--- src/rtl/x_ramd_pkg.sv ---
// x_ramd_pkg: shared FSM type, mode names and helper functions for the x_ramd_param RAM
package x_ramd_pkg;

    typedef enum logic {CLR, RUN} state_t;

    localparam string MODE_RF = "READ_FIRST";
    localparam string MODE_WF = "WRITE_FIRST";

    // widest word the parity helper can fold
    localparam int PAR_MAX = 1024;

    function automatic int clog2(input int n);
        int r = 0;
        while ((1 << r) < n) r++;
        return r;
    endfunction

    // even parity: the extra bit makes the total number of ones even
    function automatic logic even_par(input logic [PAR_MAX-1:0] d);
        return ^d;
    endfunction

endpackage

--- src/rtl/x_ramd_clr_seq.sv ---
// x_ramd_clr_seq: post-reset clear sequencer that walks every address once to reload INIT
module x_ramd_clr_seq import x_ramd_pkg::*; #(
    parameter int AW = 5
) (
    input  logic          i_clk,
    input  logic          i_rst_n,
    output logic          o_busy,
    output logic          o_clr_we,
    output logic [AW-1:0] o_clr_adr
);

    state_t        r_state;
    state_t        w_state_nx;
    logic [AW-1:0] r_ptr;

    // state and pointer; reset always restarts the clear from word 0
    always_ff @(posedge i_clk) begin
        if (!i_rst_n) begin
            r_state <= CLR;
            r_ptr   <= '0;
        end else begin
            r_state <= w_state_nx;
            if (o_clr_we) r_ptr <= r_ptr + 1'b1;
        end
    end

    // leave CLR on the edge that writes the last word; strobe every CLR cycle
    always_comb begin
        w_state_nx = (r_state == CLR && &r_ptr) ? RUN : r_state;
        o_busy     = r_state == CLR;
        o_clr_we   = r_state == CLR;
        o_clr_adr  = r_ptr;
    end

endmodule

--- src/rtl/x_ramd_param.sv ---
// x_ramd_param: parametrised dual-port LUT RAM with INIT reload on reset; optional parity via X_RAMD_PARITY_EN
module x_ramd_param import x_ramd_pkg::*; #(
    parameter int                     WIDTH      = 1,
    parameter int                     DEPTH      = 32,
    parameter logic [WIDTH*DEPTH-1:0] INIT       = '0,
    parameter int                     OUT_REG    = 0,
    parameter string                  WRITE_MODE = MODE_RF,
    localparam int                    AW         = clog2(DEPTH)
) (
    input  logic             CLK,
    input  logic             RST,
    input  logic             WE,
    input  logic [AW-1:0]    WADR,
    input  logic [WIDTH-1:0] I,
    input  logic             RE,
    input  logic [AW-1:0]    RADR,
    output logic [WIDTH-1:0] O,
`ifdef X_RAMD_PARITY_EN
    input  logic             ERR_INJ,
    output logic             PERR,
`endif
    output logic             BUSY
);

`ifdef X_RAMD_PARITY_EN
    localparam int DW = WIDTH + 1;
`else
    localparam int DW = WIDTH;
`endif

    if (DEPTH < 2 || (DEPTH & (DEPTH - 1)) != 0) begin : g_bad_depth
        $fatal(1, "x_ramd_param: DEPTH must be a power of 2 and at least 2");
    end
    if (WRITE_MODE != MODE_RF && WRITE_MODE != MODE_WF) begin : g_bad_mode
        $fatal(1, "x_ramd_param: WRITE_MODE must be READ_FIRST or WRITE_FIRST");
    end
`ifdef X_RAMD_PARITY_EN
    if (WIDTH > PAR_MAX) begin : g_bad_width
        $fatal(1, "x_ramd_param: WIDTH too large for parity");
    end
`endif

    logic             w_busy;
    logic             w_clr_we;
    logic [AW-1:0]    w_clr_adr;
    logic [WIDTH-1:0] w_init_word;
    logic [DW-1:0]    w_wr_ent;
    logic [DW-1:0]    w_init_ent;
    logic [DW-1:0]    w_rd_ent;
    logic [DW-1:0]    w_out;
    logic [DW-1:0]    r_mem [DEPTH];

    x_ramd_clr_seq #(.AW(AW)) u_clr (
        .i_clk     (CLK),
        .i_rst_n   (RST),
        .o_busy    (w_busy),
        .o_clr_we  (w_clr_we),
        .o_clr_adr (w_clr_adr)
    );

    assign w_init_word = INIT[int'(w_clr_adr) * WIDTH +: WIDTH];

`ifdef X_RAMD_PARITY_EN
    assign w_wr_ent   = {even_par(PAR_MAX'(I)) ^ ERR_INJ, I};
    assign w_init_ent = {even_par(PAR_MAX'(w_init_word)), w_init_word};
    assign PERR       = even_par(PAR_MAX'(w_out[WIDTH-1:0])) != w_out[WIDTH];
`else
    assign w_wr_ent   = I;
    assign w_init_ent = w_init_word;
`endif

    // clear has priority; user writes land only out of reset and in RUN
    always_ff @(posedge CLK) begin
        if (RST && w_clr_we) r_mem[w_clr_adr] <= w_init_ent;
        else if (RST && WE && !w_busy) r_mem[WADR] <= w_wr_ent;
    end

    assign w_rd_ent = r_mem[RADR];

    if (OUT_REG != 0) begin : g_reg
        localparam bit WF = WRITE_MODE == MODE_WF;
        logic [DW-1:0] r_out;
        // registered read, zero through reset and clear; WRITE_FIRST forwards colliding write data
        always_ff @(posedge CLK) begin
            if (!RST || w_busy) r_out <= '0;
            else if (RE) r_out <= (WF && WE && WADR == RADR) ? w_wr_ent : w_rd_ent;
        end
        assign w_out = r_out;
    end else begin : g_async
        logic w_unused_re;
        assign w_unused_re = RE;
        assign w_out       = w_busy ? '0 : w_rd_ent;
    end

    assign O    = w_out[WIDTH-1:0];
    assign BUSY = w_busy;

endmodule

--- config.mk ---
export PLATFORM = sky130hd
export DESIGN_NAME = x_ramd_param
export DESIGN_NICKNAME = d
export VERILOG_FILES = /design/src/rtl/x_ramd_pkg.sv /design/src/rtl/x_ramd_clr_seq.sv /design/src/rtl/x_ramd_param.sv
export SDC_FILE = /design/constraint.sdc
export NUM_CORES = 1
export LEC_CHECK = 0
export CAP_MARGIN = 10
export CORE_ASPECT_RATIO = 1.5
export CORE_MARGIN = 3
export CORE_UTILIZATION = 60
export CTS_CLUSTER_DIAMETER = 200
export CTS_CLUSTER_SIZE = 10
export DETAILED_ROUTE_END_ITERATION = 8
export PLACE_DENSITY = 0.9
export REMOVE_ABC_BUFFERS = 1
export SLEW_MARGIN = 20
export SYNTH_ARGS = -nofsm -noshare
export SYNTH_HDL_FRONTEND = slang
export SYNTH_HIERARCHICAL = 1
export SYNTH_SLANG_ARGS = --single-unit
--- constraint.sdc ---
create_clock -name CLK -period 5.28 [get_ports CLK]
set_clock_uncertainty 0.15 [all_clocks]
set_input_delay 0.792 -clock CLK [delete_from_list [all_inputs] [get_ports CLK]]
set_output_delay 0.792 -clock CLK [all_outputs]
set_load 0.01 [all_outputs]
==> summary.txt <==
Final layout
  • Synthesis-to-finish area growth: 11.2%
  • Finished Layout Cells: 195
  • Final instance area: 2100 µm²
  • Final net count: 173
  • Fill count: 209
  • Final core occ: 70.6%
  • Share of cells above drive strength 1: 10.3%
  • Number of diodes: 0

Routing
  • Vias post-DR: 1173
  • Pre-Repair DR Iteration Count: 4
  • # DRC: 0
  • Post-DRT Antenna Nets: 0
  • Initial DRC count: 37
  • Avg Vias per Cell: 6.02
  • Final wirelength: 3.28 mm
  • WL per Instance: 16.8 µm

Global routing
  • First-pass GRT wire length: 5.26 mm
  • Largest net degree at the start of global routing: 33
  • Initial antenna violation count: 0
  • GR Util All Layers: 19.6%
  • Vias in the first global route: 1172
  • Gr ovfl total: 0

Place
  • Cells after DPL: 188
  • Hpwl dp: 2.41 mm
  • # port buffers: 15
  • Area post-placement: 2020 µm²
  • Placer congestion estimate: 0.752

Clock network
  • Hold Buf Count CTS: 0
  • CTS tree: done
  • Clock Sinks: 38
  • Clock Latency Late Sink: 0.29 ns
  • Root buffer cell: clkbuf_8
  • PostCTS Resize Cnt: 0
  • Clk slew on worst S/H paths: 0.07 ns
  • CTS max path bufs: 2
  • Total CTS buffers: 5
  • Post-CTS Setup Inserts: 0
  • H-Tree Depth: 2

Worst setup path
  • CP arrival: 3.15 ns
  • Critical R2R Launch: u_clr/r_state
  • R2R Setup Slk: 2.69 ns
  • Slowest cell on crit path: clkdlybuf4s50_1
  • Critical path's largest stage delay: 0.71 ns
  • CP Class: in2out
  • CP dominant cell by count: clkdlybuf4s50_1
  • Crit Path Max Fanout: 8
  • Crit-path cells: clkdlybuf4s50_1 -> mux4_1 -> mux2_2 -> o311a_1 -> clkdlybuf4s50_1
  • Crit path launch: RADR[0]
  • Req. time, crit path: 4.34 ns
  • Critical path endpoint category: output pin
  • CP Buf/Inv Count: 2
  • Nature of the critical path startpoint: input port
  • CP delay by family, top: buffers and inverters

Yosys
  • Number of enable flip-flop cells after synthesis: 32
  • Mapped Cells: 141
  • Syn_area_per_cell: 13.4 µm²
  • Distinct cell type count after synthesis: 33
  • Ys async rst share: 0%
  • Primary FF master, synth: edfxtp_1
  • Main area contributors after synthesis: edfxtp_1, dfxtp_1, nor2_1
  • Synth top area share: 50.9%
  • Mapped Area: 1890 µm²
  • Yosys warns: 6
  • FF+latch count, synth: 38
  • Cell taking the most area after synthesis: edfxtp_1
  • Sequential-to-total area share from yosys stat: 57.3%

Timing
  • Final Hold Vio Count: 0
  • RSZ-0062 raised after global routing: no
  • Slew @ Worst Pin: 0.891 ns
  • Period utilization: 77.4%
  • Max_slew headroom: 40.6%
  • Setup TNS: 0 ns
  • Pins Over Slew Limit: 0
  • Tmin final: 4.09 ns
  • Max Fclk: 245 MHz
  • Final setup vio count: 0

Die
  • Die height: 74.7 µm
  • Die ar.: 3870 µm²
  • Row cnt: 24
  • Initial Util: 63.5%
  • IO Pins: 17
  • Die X: 51.8 µm
  • Core Box Area: 2970 µm²

Worst hold path
  • Hold path startpoint: u_clr/o_clr_adr[4]
  • HP Class: reg2reg

Power
  • VDD IR max: 0.000188 V
  • Net Sw Frac: 21.2%
  • Internal: 436 µW
  • PwrDens: 263 nW/µm²
  • Pwr Total: 553 µW
  • Clock Power Share: 33.4%
  • Combinational share of power: 7.5%
  • Flop pwr share: 59.2%
  • Leak: 0.000726 µW
  • P_sw: 117 µW

Flow run
  • Max cap viols: 0

Run status
  • Status: completed
layout by cell type (no fill, tap or decap), drive strengths merged:
cell type      count
nor2              32
edfxtp            32
clkdlybuf4s50     15
nand3              9
mux2i              8
clkbuf             7
mux4               7
mux2               6
dfxtp              6
and2               4
o21ai              3
nor2b              3
xnor2              3
nand3b             2
nand2              2
inv                2
ha                 2
and4bb             1
nor4b              1
or2                1
o211ai             1
a31oi              1
or2b               1
o22ai              1
o221ai             1
o311a              1
and3               1
nand4b             1
nand2b             1
o21a               1
worst register-to-register path: stages (launching register included):
cell and delay, ns:
dfxtp_1 0.50, inv_1 0.22, and4bb_2 0.49, mux2i_1 0.35
nand3_1 0.33, nor2_1 0.26
cells in the mapped netlist (all sizes together) (3+ instances only):
| cell | instances |
|---|---|
| and2 | 4 |
| mux2i | 8 |
| nor2 | 32 |
| buf | 6 |
| o21ai | 3 |
| mux4 | 7 |
| nand3 | 9 |
| dfxtp | 6 |
| edfxtp | 32 |
| nor2b | 3 |
| xnor2 | 3 |
| mux2 | 6 |
sequential cells by signal (all words and copies together), names as in the netlist:
signal           count
r_mem               32
u_clr/o_clr_adr      5
u_clr/r_state        1
layout make-up:
type                       instances  area, µm²  share of cell area, %
timing repair buffer              15        150                   7.15
inverter                           2       7.51                  0.358
sequential                        38       1080                   51.5
multi-input combinational         94        736                   35.0
clock buffer                       7       76.3                   3.64
tap                               39       48.8                   2.32
metal layers:
metal  part of all wire [%]  global-route usage, %
met1                     37                   19.4
met2                     55                   36.4
met3                    4.9                   4.75
met4                    2.5                   11.7
met5                      0                      0
power groups by stage:
stage | logic, µW | clock network, µW | registers, µW
after floorplan | 21.3 | 0 | 333
after global placement | 39.1 | 0 | 334
after detailed placement | 41.2 | 0 | 334
after CTS | 41.4 | 188 | 327
after global routing | 45.7 | 198 | 327
final | 41.4 | 185 | 327
logic make-up after synthesis:
family                   count (synthesis)  synth area share (%)
XOR/XNOR                                 3                  1.39
AO/OA/AOI/OAI                            9                  3.25
flip-flops                              38                  57.3
AND/OR/NAND/NOR                         59                  16.0
adder cells (fa/ha/maj)                  2                  1.33
multiplexers                            21                  17.0
buffers and inverters                    9                  3.78
through the flow:
step                hold slack (ns)  setup WS (ns)
finish                        0.426           1.19
CTS                           0.433           1.19
global placement              0.397           1.21
global route                  0.484           1.10
floorplan                     0.379           2.45
detailed placement            0.423           1.20
final timing paths:
check             depth (start not counted)            endpoint
hold reg to reg                           2  u_clr/o_clr_adr[4]
setup reg to reg                          5           r_mem[29]
hold / removal                            2  u_clr/o_clr_adr[4]
setup / recovery                          5                   O
Power figures use the tool's default switching activity.
